## config.mk

```make
export PLATFORM = sky130hd
export DESIGN_NAME = cl_crc_stream
export DESIGN_NICKNAME = d
export VERILOG_FILES = /design/src/rtl/cl_crc_pkg.sv /design/src/rtl/cl_crc_stream_byte_lane.sv /design/src/rtl/cl_crc_stream.sv
export SDC_FILE = /design/constraint.sdc
export NUM_CORES = 1
export LEC_CHECK = 0
export ABC_CLOCK_PERIOD_IN_PS = 10200
export CORE_MARGIN = 2
export CORE_UTILIZATION = 56
export CTS_CLUSTER_SIZE = 12
export DETAILED_ROUTE_END_ITERATION = 10
export PLACE_DENSITY = 0.88
export SYNTH_ARGS = -nofsm -noshare
export SYNTH_HDL_FRONTEND = slang
export SYNTH_SLANG_ARGS = --single-unit
```

## constraint.sdc

```tcl
create_clock -name clk -period 10.2 [get_ports clk]
set_clock_uncertainty 0.1 [all_clocks]
set_input_delay 2.04 -clock clk [delete_from_list [all_inputs] [get_ports clk]]
set_output_delay 2.04 -clock clk [all_outputs]
set_load 0.05 [all_outputs]
```

## src/rtl/cl_crc_pkg.sv

```systemverilog
// cl_crc_pkg: shared state type, standard CRC parameter sets and the bit-level
// helpers used by the streaming CRC engine and its byte lanes.
package cl_crc_pkg;

   // Widest CRC register the helpers handle; narrower CRCs sit in the low bits.
   localparam int CRC_MAX_W = 64;

   typedef enum logic [1:0] {
      IDLE = 2'd0,
      ACC  = 2'd1,
      HOLD = 2'd2
   } cl_crc_state_e;

   // CRC-32 (IEEE 802.3 FCS), reflected in and out.
   localparam logic [31:0] CRC32_POLY    = 32'h04C11DB7;
   localparam logic [31:0] CRC32_INIT    = 32'hFFFFFFFF;
   localparam logic [31:0] CRC32_XOROUT  = 32'hFFFFFFFF;
   localparam logic [31:0] CRC32_RESIDUE = 32'h2144DF1C;

   // CRC-16-CCITT (false variant), not reflected.
   localparam logic [15:0] CRC16_CCITT_POLY   = 16'h1021;
   localparam logic [15:0] CRC16_CCITT_INIT   = 16'hFFFF;
   localparam logic [15:0] CRC16_CCITT_XOROUT = 16'h0000;

   // CRC-8 (SMBus PEC), not reflected.
   localparam logic [7:0] CRC8_POLY   = 8'h07;
   localparam logic [7:0] CRC8_INIT   = 8'h00;
   localparam logic [7:0] CRC8_XOROUT = 8'h00;

   // Reverse the low 'width' bits of value; bits above 'width' come back as zero.
   function automatic logic [CRC_MAX_W-1:0] reflect(input logic [CRC_MAX_W-1:0] value,
                                                    input int width);
      logic [CRC_MAX_W-1:0] result;
      result = '0;
      for (int i = 0; i < CRC_MAX_W; i++) begin
         if (i < width) begin
            result[6'(i)] = value[6'(width - 1 - i)];
         end
      end
      return result;
   endfunction

   // Shift one byte MSB first into a 'width'-bit CRC register (non-reflected form).
   // Callers wanting LSB-first processing reflect the byte before calling.
   function automatic logic [CRC_MAX_W-1:0] crc_byte_update(input logic [CRC_MAX_W-1:0] crc,
                                                            input logic [7:0] data,
                                                            input logic [CRC_MAX_W-1:0] poly,
                                                            input int width);
      logic [CRC_MAX_W-1:0] state;
      logic [CRC_MAX_W-1:0] mask;
      logic                 feedback;
      mask  = (width >= CRC_MAX_W) ? '1 : ((64'd1 << width) - 64'd1);
      state = crc & mask;
      for (int i = 7; i >= 0; i--) begin
         feedback = state[6'(width - 1)] ^ data[3'(i)];
         state    = (state << 1) & mask;
         if (feedback) begin
            state = state ^ (poly & mask);
         end
      end
      return state;
   endfunction

endpackage

```

## src/rtl/cl_crc_stream_byte_lane.sv

```systemverilog
// cl_crc_byte_lane: combinational single-byte CRC update. A cleared enable
// passes the incoming register through untouched, so a chain of lanes
// naturally skips bytes whose keep bit is low.
module cl_crc_byte_lane
   import cl_crc_pkg::*;
#(
   parameter int               CRC_W      = 32,
   parameter logic [CRC_W-1:0] POLY       = CRC_W'(CRC32_POLY),
   parameter bit               REFLECT_IN = 1'b1
) (
   input  logic [CRC_W-1:0] crc_in,
   input  logic [7:0]       data,
   input  logic             enable,
   output logic [CRC_W-1:0] crc_out
);

   logic [7:0]       data_ordered;
   logic [CRC_W-1:0] crc_updated;

   // Reflecting the byte turns LSB-first wire order into the MSB-first shift the helper performs.
   always_comb begin
      data_ordered = REFLECT_IN ? 8'(reflect(CRC_MAX_W'(data), 8)) : data;
      crc_updated  = CRC_W'(crc_byte_update(CRC_MAX_W'(crc_in), data_ordered,
                                            CRC_MAX_W'(POLY), CRC_W));
      crc_out      = enable ? crc_updated : crc_in;
   end

endmodule

```

## src/rtl/cl_crc_stream.sv

```systemverilog
// cl_crc_stream: packet-framed streaming CRC engine with byte enables.
// Each accepted beat folds its kept bytes (byte 0 first) into the CRC in one
// cycle; the packet result, byte count and keep-error flag are presented on a
// valid/ready result port the cycle after the last beat.
// Optional build macro CL_CRC_RESIDUE_CHECK_EN adds a RESIDUE parameter and
// drives m_match with a comparison of the final CRC against it; without the
// macro m_match is tied low.
module cl_crc_stream
   import cl_crc_pkg::*;
#(
   parameter int               CRC_W       = 32,
   parameter logic [CRC_W-1:0] POLY        = CRC_W'(CRC32_POLY),
   parameter logic [CRC_W-1:0] INIT        = '1,
   parameter logic [CRC_W-1:0] XOR_OUT     = '1,
   parameter bit               REFLECT_IN  = 1'b1,
   parameter bit               REFLECT_OUT = 1'b1,
`ifdef CL_CRC_RESIDUE_CHECK_EN
   parameter logic [CRC_W-1:0] RESIDUE     = CRC_W'(CRC32_RESIDUE),
`endif
   parameter int               DATA_W      = 64
) (
   input  logic                  clk,
   input  logic                  rst_n,
   input  logic                  s_valid,
   output logic                  s_ready,
   input  logic [DATA_W-1:0]     s_data,
   input  logic [DATA_W/8-1:0]   s_keep,
   input  logic                  s_last,
   output logic                  m_valid,
   input  logic                  m_ready,
   output logic [CRC_W-1:0]      m_crc,
   output logic [15:0]           m_len,
   output logic                  m_err,
   output logic                  m_match,
   output logic                  busy
);

   localparam int BYTES = DATA_W / 8;

   cl_crc_state_e    state_q;
   logic [CRC_W-1:0] crc_q;
   logic [15:0]      len_q;
   logic             err_q;

   logic [CRC_W-1:0] crc_start;
   logic [15:0]      len_start;
   logic             err_start;
   logic [CRC_W-1:0] lane_crc [BYTES+1];
   logic [CRC_W-1:0] crc_next;
   logic [CRC_W-1:0] crc_final;
   logic [16:0]      len_sum;
   logic [15:0]      len_next;
   logic [BYTES-1:0] keep_inc;
   logic             keep_bad;
   logic             err_next;

   assign s_ready = (state_q != HOLD);
   assign busy    = (state_q != IDLE);

   // The first beat of a packet always starts from INIT and a clean count,
   // whatever the accumulators happen to hold.
   always_comb begin
      crc_start = crc_q;
      len_start = len_q;
      err_start = err_q;
      if (state_q == IDLE) begin
         crc_start = INIT;
         len_start = '0;
         err_start = 1'b0;
      end
   end

   assign lane_crc[0] = crc_start;

   for (genvar i = 0; i < BYTES; i++) begin : g_lane
      cl_crc_byte_lane #(
         .CRC_W      (CRC_W),
         .POLY       (POLY),
         .REFLECT_IN (REFLECT_IN)
      ) u_lane (
         .crc_in  (lane_crc[i]),
         .data    (s_data[8*i +: 8]),
         .enable  (s_keep[i]),
         .crc_out (lane_crc[i+1])
      );
   end

   assign crc_next = lane_crc[BYTES];

   // Result formatting, byte counting with saturation, and keep legality.
   // A legal last-beat keep is a run of ones from bit 0, which is exactly the
   // set of values where keep & (keep + 1) is zero (including zero and all ones).
   always_comb begin
      crc_final = (REFLECT_OUT ? CRC_W'(reflect(CRC_MAX_W'(crc_next), CRC_W)) : crc_next)
                  ^ XOR_OUT;
      len_sum   = {1'b0, len_start} + 17'($countones(s_keep));
      len_next  = len_sum[16] ? 16'hFFFF : len_sum[15:0];
      keep_inc  = s_keep + BYTES'(1);
      keep_bad  = s_last ? ((s_keep & keep_inc) != '0) : (s_keep != '1);
      err_next  = err_start | keep_bad;
   end

   // Packet FSM: accumulate beats, then hold the registered result until it is taken.
   always_ff @(posedge clk) begin
      if (!rst_n) begin
         state_q <= IDLE;
         crc_q   <= INIT;
         len_q   <= '0;
         err_q   <= 1'b0;
         m_valid <= 1'b0;
         m_crc   <= '0;
         m_len   <= '0;
         m_err   <= 1'b0;
`ifdef CL_CRC_RESIDUE_CHECK_EN
         m_match <= 1'b0;
`endif
      end else begin
         case (state_q)
            IDLE, ACC: begin
               if (s_valid) begin
                  crc_q <= crc_next;
                  len_q <= len_next;
                  err_q <= err_next;
                  if (s_last) begin
                     state_q <= HOLD;
                     m_valid <= 1'b1;
                     m_crc   <= crc_final;
                     m_len   <= len_next;
                     m_err   <= err_next;
`ifdef CL_CRC_RESIDUE_CHECK_EN
                     m_match <= (crc_final == RESIDUE);
`endif
                  end else begin
                     state_q <= ACC;
                  end
               end
            end
            HOLD: begin
               if (m_ready) begin
                  state_q <= IDLE;
                  m_valid <= 1'b0;
                  crc_q   <= INIT;
                  len_q   <= '0;
                  err_q   <= 1'b0;
               end
            end
            default: begin
               state_q <= IDLE;
            end
         endcase
      end
   end

`ifndef CL_CRC_RESIDUE_CHECK_EN
   assign m_match = 1'b0;
`endif

endmodule

```

==> flow_summary.toml <==
[status]
run_status = "complete, no violations"

[clock_network]
cts_buffers = 9
clkSinkCount = 101
clk_pin_slew_ns = 0.08
root_buffer = "clkbuf_16"
hold_buffers = 0
htreeDepth = 3
cts_tree = "built"
clkLatencyLatePin_ns = 0.35
cts_buffer_depth = 2

[setup_path]
crit_required_ns = 10.38
crit_buf_inv = 5
r2r_start = "crc_q[26]"
cpMaxStageDelayCell = "xnor3_1"
worstPathMaxFanout = 9
path_class = "input pin to flop"
critPathCaptureType = "flop"
max_stage_delay_ns = 0.55
worst_setup_path_start_kind = "input pin"
cp.depth = 28
r2r_end = "crc_q[8]"
rr_worst_depth = 25
critPathTopFamily = "XOR/XNOR gates"
r2r_setup_slack_ns = 1.44
arrival_ns = 10.04

[drt]
drt-total-wl_mm = 36.85
drtIter0Drc = 1392
vias_per_cell = 6.359
first_pass_iters = 7
postRouteAntennaNets = 0
wl_per_cell_um = 19.38
vias = 12089
remaining_drc_errors = 0

[synthesis]
ys.flop_type = "dfxtp_1"
synthTopCellsByCount = "nor2_1 (212), xnor2_1 (143), nand2_1 (119)"
synthCells = 1555
yosys_warnings = 0
synth_area_leaders = "dfxtp_1 (17%), xnor2_1 (10%), nor2_1 (6.6%)"
synth.most_common_cell = "nor2_1"
post-synth-top-area-fraction_pct = 16.74
seq_area_frac_synth_pct = 16.74
synthesis.nets = 1645
synth_largest_area_cell = "dfxtp_1"
synth_area_um2 = 12080
synthArstFlopShare_pct = 0
avgSynthCellArea_um2 = 7.766
synth.ff_latch_count = 101
synth_edf_count = 0
ys_types = 92

[floorplan]
dieHeight_um = 150.9
io_pins = 130
die-area_um2 = 22760
die_w_um = 150.9
rows = 53
initial_core_util_pct = 57.27
coreArea_um2 = 21090

[timing]
slew_headroom_pct = 37.44
post-route-period-util_pct = 96.69
hold_viol = 0
worst_pin_slew_ns = 0.9384
rsz0062_at_grt = "false"
period_needed_ns = 9.862
slew_violations = 0
max_clock_freq_mhz = 101.4
tns_ns = 0
timing.hold.ws_ns = 0.3572
finalSetupViolations = 0

[global_routing]
antenna_found_initial = 0
grt_max_degree = 71
grt_pass1_wl_mm = 57.75
grt_pass1_vias = 10977
overflow = 0
grt_usage_pct = 31.85

[cells_and_area]
syn_to_final_growth_pct = 14.35
nets = 1711
diodes = 0
drive_gt1_share_pct = 10.27

[worst_hold_path]
holdPathStages = 2
min_from = "m_crc[7]"
worstHoldPathType = "flop to flop"
hold-path-endpoint = "m_crc[7]"

[placed_design]
gp_congestion = 0.9754
place_hpwl_mm = 27.46
port_buffers = 96

[job]
cap_violations = 0
-- timing repair --
item / 4_1_cts / 5_1_grt
gates resized for setup: 1 / 8
setup buffers: 0 / 10
cloned: 0 / 1
endpoints found under the setup margin: 1 / 49
pin swaps: 0 / 4
endpoints found under the hold margin: 0 / 0
-- registers in the layout, summed over array words and instances (netlist names) --
register and count:
state_q 2, m_len 16, crc_q 32, m_err 1
m_valid 1, err_q 1, len_q 16, m_crc 32
-- layout make-up --
| type | count | area, um^2 |
|---|---|---|
| inverter | 28 | 105.1 |
| multi-input combinational | 1313 | 9545 |
| fill | 1732 | 7278 |
| clock buffer | 10 | 239.0 |
| clock inverter | 6 | 75.07 |
| sequential | 101 | 2022 |
| timing repair buffer | 168 | 1479 |
| tap | 275 | 344.1 |
-- through the flow --
stage	worst slack, ns	std cells	instance area (um^2)	util (%)
global placement	-0.1074	1874	13340	63.27
floorplan	0.5807	1555	12080	-
finish	0.3377	1901	13810	65.49
detailed placement	-0.2780	1874	13340	63.27
global route	0.1006	1901	13810	65.49
CTS	0.06327	1890	13660	64.80
-- logic make-up after synthesis --
kind of cell    after synthesis  synth area share [%]
compound gates              426                 24.18
flops                       101                 16.74
mux                          96                 8.693
xor+xnor                    251                 23.79
fa+ha+maj                    13                 1.658
buf+inv                     142                 4.724
other cells                   1               0.03105
simple gates                525                 20.18
-- how the worst max path moves through the flow --
stage,start,endpoint
floorplan,s_data[4],crc_q[13]
finish,s_data[4],crc_q[8]
detailed placement,s_data[5],crc_q[8]
global route,s_data[4],crc_q[8]
CTS,s_data[5],crc_q[8]
global placement,s_data[5],crc_q[12]
-- metal layers --
layer | vias up | GRT usage [%] | part of all wire, %
li1 | 5722 | - | -
met4 | 0 | 8.972 | 2.8
met3 | 96 | 3.645 | 8.2
met1 | 5661 | 44.45 | 42
met2 | 610 | 52.18 | 47
met5 | - | 0 | 0
-- placed cells by master, fill, tap and decap left out, drive strengths merged, types with 8 or more instances in the layout --
master	count
or3	17
a21oi	119
xor2	65
nand3	34
dfxtp	101
o22ai	15
nor2b	10
and2	16
a31oi	20
a22oi	10
nand4	14
nand2b	14
mux2	15
xnor2	150
a21o	14
and3	10
ha	8
o21ai	80
a211oi	37
or4	12
nor3	40
xnor3	34
nor2	216
clkbuf	10
o2111ai	12
o211ai	11
buf	80
clkdlybuf4s50	86
o21a	11
mux2i	81
inv	30
a211o	12
o211a	12
nand2	119
-- worst min-delay path, stage by stage, from the launching register on --
cell	delay, ns
dfxtp_1	0.31
nand2_1	0.05
a21oi_1	0.05
Power is not shown: default switching activity piles up to over one toggle a cycle in this logic, so the estimate is an artifact.
